$ cat config.mk
export PLATFORM = sky130hd
export DESIGN_NAME = mod_dest_rx
export DESIGN_NICKNAME = d
export VERILOG_FILES = /design/src/rtl/mod_dest_rx.sv
export SDC_FILE = /design/constraint.sdc
export NUM_CORES = 1
export LEC_CHECK = 0
export CORE_UTILIZATION = 43
export DETAILED_ROUTE_END_ITERATION = 8
export PLACE_DENSITY_LB_ADDON = 0.3
export SLEW_MARGIN = 20
export SYNTH_ARGS = -nofsm -noshare
export SYNTH_HDL_FRONTEND = slang
export SYNTH_SLANG_ARGS = --single-unit
$ cat constraint.sdc
create_clock -name clk -period 3.24 [get_ports clk]
set_clock_uncertainty 0.2 [all_clocks]
set_input_delay 0.81 -clock clk [delete_from_list [all_inputs] [get_ports clk]]
set_output_delay 0.81 -clock clk [all_outputs]
set_load 0.005 [all_outputs]
$ cat src/rtl/mod_dest_rx.sv
// Serial link receiver: frames start/data/even-parity/stop bits into WIDTH-bit words
// and queues good words in a DEPTH-entry FIFO behind a valid/ready interface.
module mod_dest_rx #(
    parameter int WIDTH = 8,
    parameter int DEPTH = 4
) (
    input  logic                       clk,
    input  logic                       rst,
    input  logic                       bit_in,
    input  logic                       bit_vld,
    output logic [WIDTH-1:0]           dout,
    output logic                       dout_vld,
    input  logic                       dout_rdy,
    output logic                       par_err,
    output logic                       frame_err,
    output logic                       ovf,
    input  logic                       ovf_clr,
    output logic [$clog2(DEPTH):0]     count
);
    localparam int CW = $clog2(WIDTH);
    localparam int AW = $clog2(DEPTH);

    typedef enum logic [1:0] {IDLE, DATA, PAR, STOP} state_t;

    state_t           state, state_nxt;
    logic [CW-1:0]    cnt;
    logic [WIDTH-1:0] shreg;
    logic             par_bit;
    logic             stop_smp, par_bad, push_req, push, pop, full;

    logic [WIDTH-1:0] mem [DEPTH];
    logic [AW-1:0]    wr_ptr, rd_ptr;

    always_comb begin
        state_nxt = state;
        if (bit_vld) begin
            case (state)
                IDLE:    if (bit_in) state_nxt = DATA;
                DATA:    if (cnt == CW'(WIDTH - 1)) state_nxt = PAR;
                PAR:     state_nxt = STOP;
                default: state_nxt = IDLE;
            endcase
        end
    end

    // The stop bit is judged on the same edge it is sampled, so error pulses and
    // the push land one cycle after the stop bit.
    assign stop_smp = bit_vld && (state == STOP);
    assign par_bad  = par_bit != (^shreg);
    assign push_req = stop_smp && !par_bad && !bit_in;

    always_ff @(posedge clk) begin
        if (rst) begin
            state     <= IDLE;
            cnt       <= '0;
            shreg     <= '0;
            par_bit   <= 1'b0;
            par_err   <= 1'b0;
            frame_err <= 1'b0;
        end else begin
            state     <= state_nxt;
            par_err   <= stop_smp && par_bad;
            frame_err <= stop_smp && !par_bad && bit_in;
            if (bit_vld) begin
                case (state)
                    IDLE: cnt <= '0;
                    DATA: begin
                        shreg[cnt] <= bit_in;
                        if (cnt != CW'(WIDTH - 1)) cnt <= cnt + CW'(1);
                    end
                    PAR:  par_bit <= bit_in;
                    default: ;
                endcase
            end
        end
    end

    assign full     = count == (AW + 1)'(DEPTH);
    assign dout_vld = count != '0;
    assign pop      = dout_vld && dout_rdy;
    // A pop frees the slot this same edge, so a full FIFO still accepts the push.
    assign push     = push_req && (!full || pop);
    assign dout     = mem[rd_ptr];

    always_ff @(posedge clk) begin
        if (rst) begin
            wr_ptr <= '0;
            rd_ptr <= '0;
            count  <= '0;
            ovf    <= 1'b0;
            for (int i = 0; i < DEPTH; i++) mem[i] <= '0;
        end else begin
            if (push) begin
                mem[wr_ptr] <= shreg;
                wr_ptr      <= wr_ptr + AW'(1);
            end
            if (pop) rd_ptr <= rd_ptr + AW'(1);
            case ({push, pop})
                2'b10:   count <= count + (AW + 1)'(1);
                2'b01:   count <= count - (AW + 1)'(1);
                default: ;
            endcase
            if (push_req && !push) ovf <= 1'b1;
            else if (ovf_clr)      ovf <= 1'b0;
        end
    end
endmodule

==> results.cfg, run 1 <==
[critical_path]
crit_required_ps = 3310
path_max_fanout = 4
reg2reg_from = shreg[4]$_SDFFE_PP0P_
start_kind = input pin
path_delay_family = simple AND/OR/NAND/NOR gates
crit_chain = clkdlybuf4s50_1 -> nor4b_4 -> nor3_1 -> mux2i_2 -> ha_1 -> inv_1 -> fa_1 -> xor2_1 -> or3_1 -> a21oi_1
arrival_ps = 3090
slowest_stage = clkdlybuf4s50_1
max_stage_delay_ps = 450
end_kind = flop
crit_buf_inv = 2
cp-startpoint = dout_rdy
crit_type = input pin to flop

[floorplan]
core_um2 = 6060
ios = 21
die-area_um2 = 6780
dieHeight_um = 82.4
die_w_um = 82.4
num_rows = 28
start_util_pct = 45.8

[placed_design]
portBuffers = 20
gp_congestion = 0.794
dpl.hpwl_um = 3570

[final_layout]
final_cell_mix = nor3_1, edfxtp_1, dfxtp_1
layout_commonest_cell = nor3_1
seqCellArea_um2 = 1480
area_delta_synth_final_pct = 20.0
fill_cells = 544
nets = 288
drive_gt1_share_pct = 17.6
multiInputGateArea_um2 = 1180
n_antenna_cell = 0

[global_routing]
grtUsageTotal_pct = 17.6
grt_max_degree = 27
globalRoute.totalOverflow = 0
grt_antenna_before_repair = 0
grt_pass1_vias = 1841
grt_pass1_wl_um = 8660

[detailed_routing]
final_antenna_net_count = 0
wl_per_cell_um = 14.3
wl_um = 5060
vias = 1896
via_per_inst = 5.37
drtPass1Iterations = 4
drtIter0Drc = 100
post-route-drc-count = 0

[worst_hold_path]
hold_class = flop to flop
hold_path.startpoint = shreg[5]$_SDFFE_PP0P_

[logic_synthesis]
ys_warn_count = 0
synth_area_leader_cell = edfxtp_1
ys_seq_area_share_pct = 53.3
syn-cell-area_um2 = 2780
ys_types = 40
syn_inst = 237
synth_top_area_share_pct = 34.6
async_flop_share_pct = 0
avgSynthCellArea_um2 = 11.7
synth_ff_type = edfxtp_1
synthTopCellsByArea = edfxtp_1, dfxtp_1, mux4_2
synth.net_count = 252
synth_edf_count = 32
synth_seq_cells = 58

[power_and_ir_drop]
comb_power_share_pct = 5.9
power_frac_seq_pct = 52.8
power_switching_w = 0.000333
power_density_nw_per_um2 = 455
switching_share_pct = 22.0
p_int_w = 0.00118
p_leak_nw = 1.16
total_power_w = 0.00152
ir_drop_mv = 0.318
clockPowerShare_pct = 41.3

[clock_tree]
insertion_delay_ps = 330
cts_num_sinks = 58
h-tree-depth = 3
hold_buffers = 0
clk_pin_slew_ps = 70
cts_tree = yes
cts_buffers = 9
clk_path_buf_depth = 2
root_buffer = clkbuf_8

[sta]
timing.final.crit_period_ps = 3020
max-slew-margin-rel_pct = 43.2
rsz0062_at_grt = no
finalCritPeriodShare_pct = 93.4
clock.fmax_mhz = 331
holdWs_ps = 307
setup_violations = 0
hold_violations = 0
drv_slew = 0
tightest_slew_ps = 850

[outcome]
status = completed

[run]
drv_cap = 0
-- path summary, 6_finish.rpt --
path	end	slack (ps)	depth (start not counted)
setup / recovery	count[2]$_SDFFE_PP0P_	220	10
hold / removal	shreg[5]$_SDFFE_PP0P_	310	2
setup reg to reg	count[2]$_SDFFE_PP0P_	470	9
hold reg to reg	shreg[5]$_SDFFE_PP0P_	310	2
-- routing by layer --
metal  vias to the layer above  GRT usage, %  routed length [µm]
li1                        942             -                   -
met1                       909          20.9                2380
met2                        38          28.6                2450
met3                         7          7.14                 176
met4                         0          6.49                  54
met5                         -             0                   0
-- kinds of logic (layout without fill, tap and decap cells) --
family	Yosys count	after routing	synth area share (%)
simple gates	84	84	16.5
flops	58	58	53.3
buf+inv	30	71	4.64
xor+xnor	10	10	4.23
compound gates	29	29	6.58
fa+ha+maj	9	9	4.32
mux	17	17	10.4
-- power by group through the flow --
stage          clock [W]  sequential, W  combinational (W)
2_1_floorplan          0       0.000814          0.0000544
3_3_place_gp           0       0.000817          0.0000885
3_5_place_dp           0       0.000818          0.0000895
4_1_cts         0.000641       0.000802          0.0000905
5_1_grt         0.000681       0.000804           0.000101
6_report        0.000626       0.000802          0.0000895
-- state kept, by name, summed over array words and instances (netlist names), named ones only --
register / flops
mem: 32
shreg: 8
cnt: 3
count: 3
rd_ptr: 2
state: 2
wr_ptr: 2
frame_err: 1
ovf: 1
par_bit: 1
par_err: 1
-- stage by stage --
| step | cells | cell area [µm²] | util (%) | setup slack, ps | setup TNS (ps) |
|---|---|---|---|---|---|
| CTS | 353 | 3320 | 54.8 | 129 | 0 |
| global placement | 337 | 3140 | 51.8 | -140 | -140 |
| floorplan | 237 | 2780 | - | 21.9 | 0 |
| global route | 353 | 3330 | 55.0 | 76.7 | 0 |
| finish | 353 | 3330 | 55.0 | 215 | 0 |
| detailed placement | 337 | 3140 | 51.8 | -197 | -226 |
-- worst register-to-register path, delay by kind of cell (launching register included) --
kind | cells | cell delay (ps)
XOR/XNOR | 3 | 840
buffers and inverters | 1 | 60
adder cells (fa/ha/maj) | 2 | 580
flip-flops | 1 | 370
AND/OR/NAND/NOR | 1 | 300
multiplexers | 1 | 220
AO/OA/AOI/OAI | 1 | 140
-- cell usage after synthesis, types with 3 or more instances --
cell type / instances
xnor2_1: 3
o21ai_0: 8
ha_1: 8
buf_1: 4
a21oi_1: 9
clkbuf_1: 5
dfxtp_1: 26
nor2_1: 16
inv_1: 18
edfxtp_1: 32
mux4_2: 8
mux2i_1: 5
nor3_1: 34
nand2_1: 5
or3_1: 10
xor2_1: 5
o21bai_1: 4
nor2b_1: 3
a22oi_1: 3
nand2b_1: 3
-- layout make-up --
class	instances	area share [%]
clock buffers	10	3.83
well taps	75	2.82
flip-flops and latches	58	44.5
clock inverters	6	1.73
inverters	18	2.03
multi-input cells	149	35.3
repair buffers	37	9.84
-- repair_timing --
| action | 4_1_cts | 5_1_grt |
|---|---|---|
| endpoints found under the setup margin | 0 | 1 |
| setup buffers | 0 | 0 |
| endpoints found under the hold margin | 0 | 0 |
| resized for setup | 0 | 1 |
Note: power is estimated with default switching activity, not from simulation.
==> inputs of run 2 (changes only) <==
==> constraint.sdc (replaced) <==
create_clock -name clk -period 3.24 [get_ports clk]
set_clock_uncertainty 0.2 [all_clocks]
set_input_delay 0.486 -clock clk [delete_from_list [all_inputs] [get_ports clk]]
set_output_delay 0.486 -clock clk [all_outputs]
set_load 0.005 [all_outputs]
==> results.cfg, run 2 (synthesized netlist as in run 1, its figures left out) <==
[detailed_routing]
wl_per_cell_um = 15.9
vias = 1867
post-route-drc-count = 0
wl_met2_um = 2640
via_per_inst = 5.41
final_antenna_net_count = 0
wl_um = 5490
met3_length_um = 234
met1_length_um = 2510
routed.top_layer = met4
drtIter0Drc = 135
drtPass1Iterations = 4

[final_layout]
layout_commonest_cell = nor3_1
largest_reg_flops = 32
multiInputGateArea_um2 = 1170
n_antenna_cell = 0
drive_gt1_share_pct = 14.4
stdcell_count = 345
largest_register = mem
area_delta_synth_final_pct = 16.4
reg_top3 = mem (32), shreg (8)
nets = 280
fill_cells = 537
final_cell_mix = nor3_1, edfxtp_1, dfxtp_1
seqCellArea_um2 = 1480

[clock_tree]
cts_tree = yes
cts_num_sinks = 58
clk_path_buf_depth = 2
h-tree-depth = 3
cts_buffers = 9
ctsResizeCount = 0
insertion_delay_ps = 340
clk_pin_slew_ps = 60
cts_setup_buffers = 0
hold_buffers = 0
root_buffer = clkbuf_8

[global_routing]
grtUsageTotal_pct = 18.8
grt_max_degree = 41
grt_pass1_vias = 1881
grt_antenna_before_repair = 0
grt_pass1_wl_um = 9180
globalRoute.totalOverflow = 0

[critical_path]
worst_r2r_path_depth = 9
crit_chain = clkdlybuf4s50_1 -> nor4b_2 -> nor3_1 -> mux2i_2 -> ha_1 -> inv_1 -> fa_1 -> xor2_1 -> or3_1 -> a21oi_1
crit_type = input pin to flop
end_kind = flop
crit_buf_inv = 2
rrSetupSlack_ps = 450
crit_required_ps = 3310
reg2reg_from = shreg[0]$_SDFFE_PP0P_
path_max_fanout = 4
max_stage_delay_ps = 430
r2r-end = count[2]$_SDFFE_PP0P_
slowest_stage = clkdlybuf4s50_1
start_kind = input pin
path_delay_family = simple AND/OR/NAND/NOR gates
arrival_ps = 2900

[sta]
setup_violations = 0
drv_slew = 0
hold_violations = 0
timing.final.crit_period_ps = 2820
clock.fmax_mhz = 354
rsz0062_at_grt = no
tns_ps = 0
max-slew-margin-rel_pct = 40.2
finalCritPeriodShare_pct = 87.1
tightest_slew_ps = 895

[floorplan]
ios = 21
core_um2 = 6060
die-area_um2 = 6780
start_util_pct = 45.8
dieHeight_um = 82.4
die_w_um = 82.4
num_rows = 28

[placed_design]
dpl.hpwl_um = 3690
gp_congestion = 0.778
portBuffers = 20
dp.cells = 329

[outcome]
status = completed

[power_and_ir_drop]
ir_drop_mv = 0.254
power_density_nw_per_um2 = 446
p_leak_nw = 1.11
total_power_w = 0.00144

[worst_hold_path]
whs_endpoint = shreg[4]$_SDFFE_PP0P_
hold_path.startpoint = shreg[4]$_SDFFE_PP0P_
hold_depth = 2
hold_class = flop to flop

[run]
drv_cap = 0
[run 2: cell types whose count changed in the layout (fill, tap and decap cells not counted), sizes merged]
cell    previous run  this run
buf               17         9
clkbuf            10        12
bufinv             1         0
clkinv             5         4
[run 2: tightest hold or removal path: cells and delay by family (launching register included)]
family,cells,cell delay [ps]
compound gates,2,130
flops,1,320
[run 2: metal layers]
| layer | track usage (%) | up-vias |
|---|---|---|
| met1 | 23.6 | 887 |
| met2 | 30.3 | 47 |
| met4 | 10.0 | 0 |
| met5 | 0 | - |
| met3 | 3.96 | 11 |
| li1 | - | 922 |
[run 2: layout make-up]
| type | instances | area share, % |
|---|---|---|
| multi-input combinational | 149 | 36.1 |
| tap | 75 | 2.90 |
| timing repair buffer | 29 | 8.28 |
| sequential | 58 | 45.8 |
| inverter | 18 | 2.09 |
| clock inverter | 4 | 0.581 |
| clock buffer | 12 | 4.18 |
[run 2: metrics by stage]
step           worst slack [ps]  hold slack (ps)  utilization [%]  area (µm²)
3_5_place_dp               79.8              298             50.8        3080
3_3_place_gp                145              287             50.8        3080
5_1_grt                     252              336             53.3        3230
4_1_cts                     435              307             53.3        3230
6_report                    417              304             53.3        3230
2_1_floorplan               322              273                -        2780
[run 2: worst max path at each step]
stage | startpoint | end | slack (ps) | cells after the start
after floorplan | shreg[4]$_SDFFE_PP0P_ | count[2]$_SDFFE_PP0P_ | 320 | 11
after global placement | dout_rdy | count[2]$_SDFFE_PP0P_ | 140 | 10
after global routing | dout_rdy | count[2]$_SDFFE_PP0P_ | 250 | 10
after CTS | dout_rdy | count[2]$_SDFFE_PP0P_ | 430 | 10
after detailed placement | dout_rdy | count[2]$_SDFFE_PP0P_ | 80 | 10
final | dout_rdy | count[2]$_SDFFE_PP0P_ | 420 | 10
[run 2: report_power, final]
| group | total [W] | leakage [nW] | internal (W) | switching [W] |
|---|---|---|---|---|
| logic | 0.0000867 | 0.490 | 0.0000392 | 0.0000475 |
| clock network | 0.000551 | 0.0816 | 0.000271 | 0.000280 |
| registers | 0.000802 | 0.536 | 0.000793 | 0.00000937 |
| total | 0.00144 | 1.11 | 0.00110 | 0.000337 |
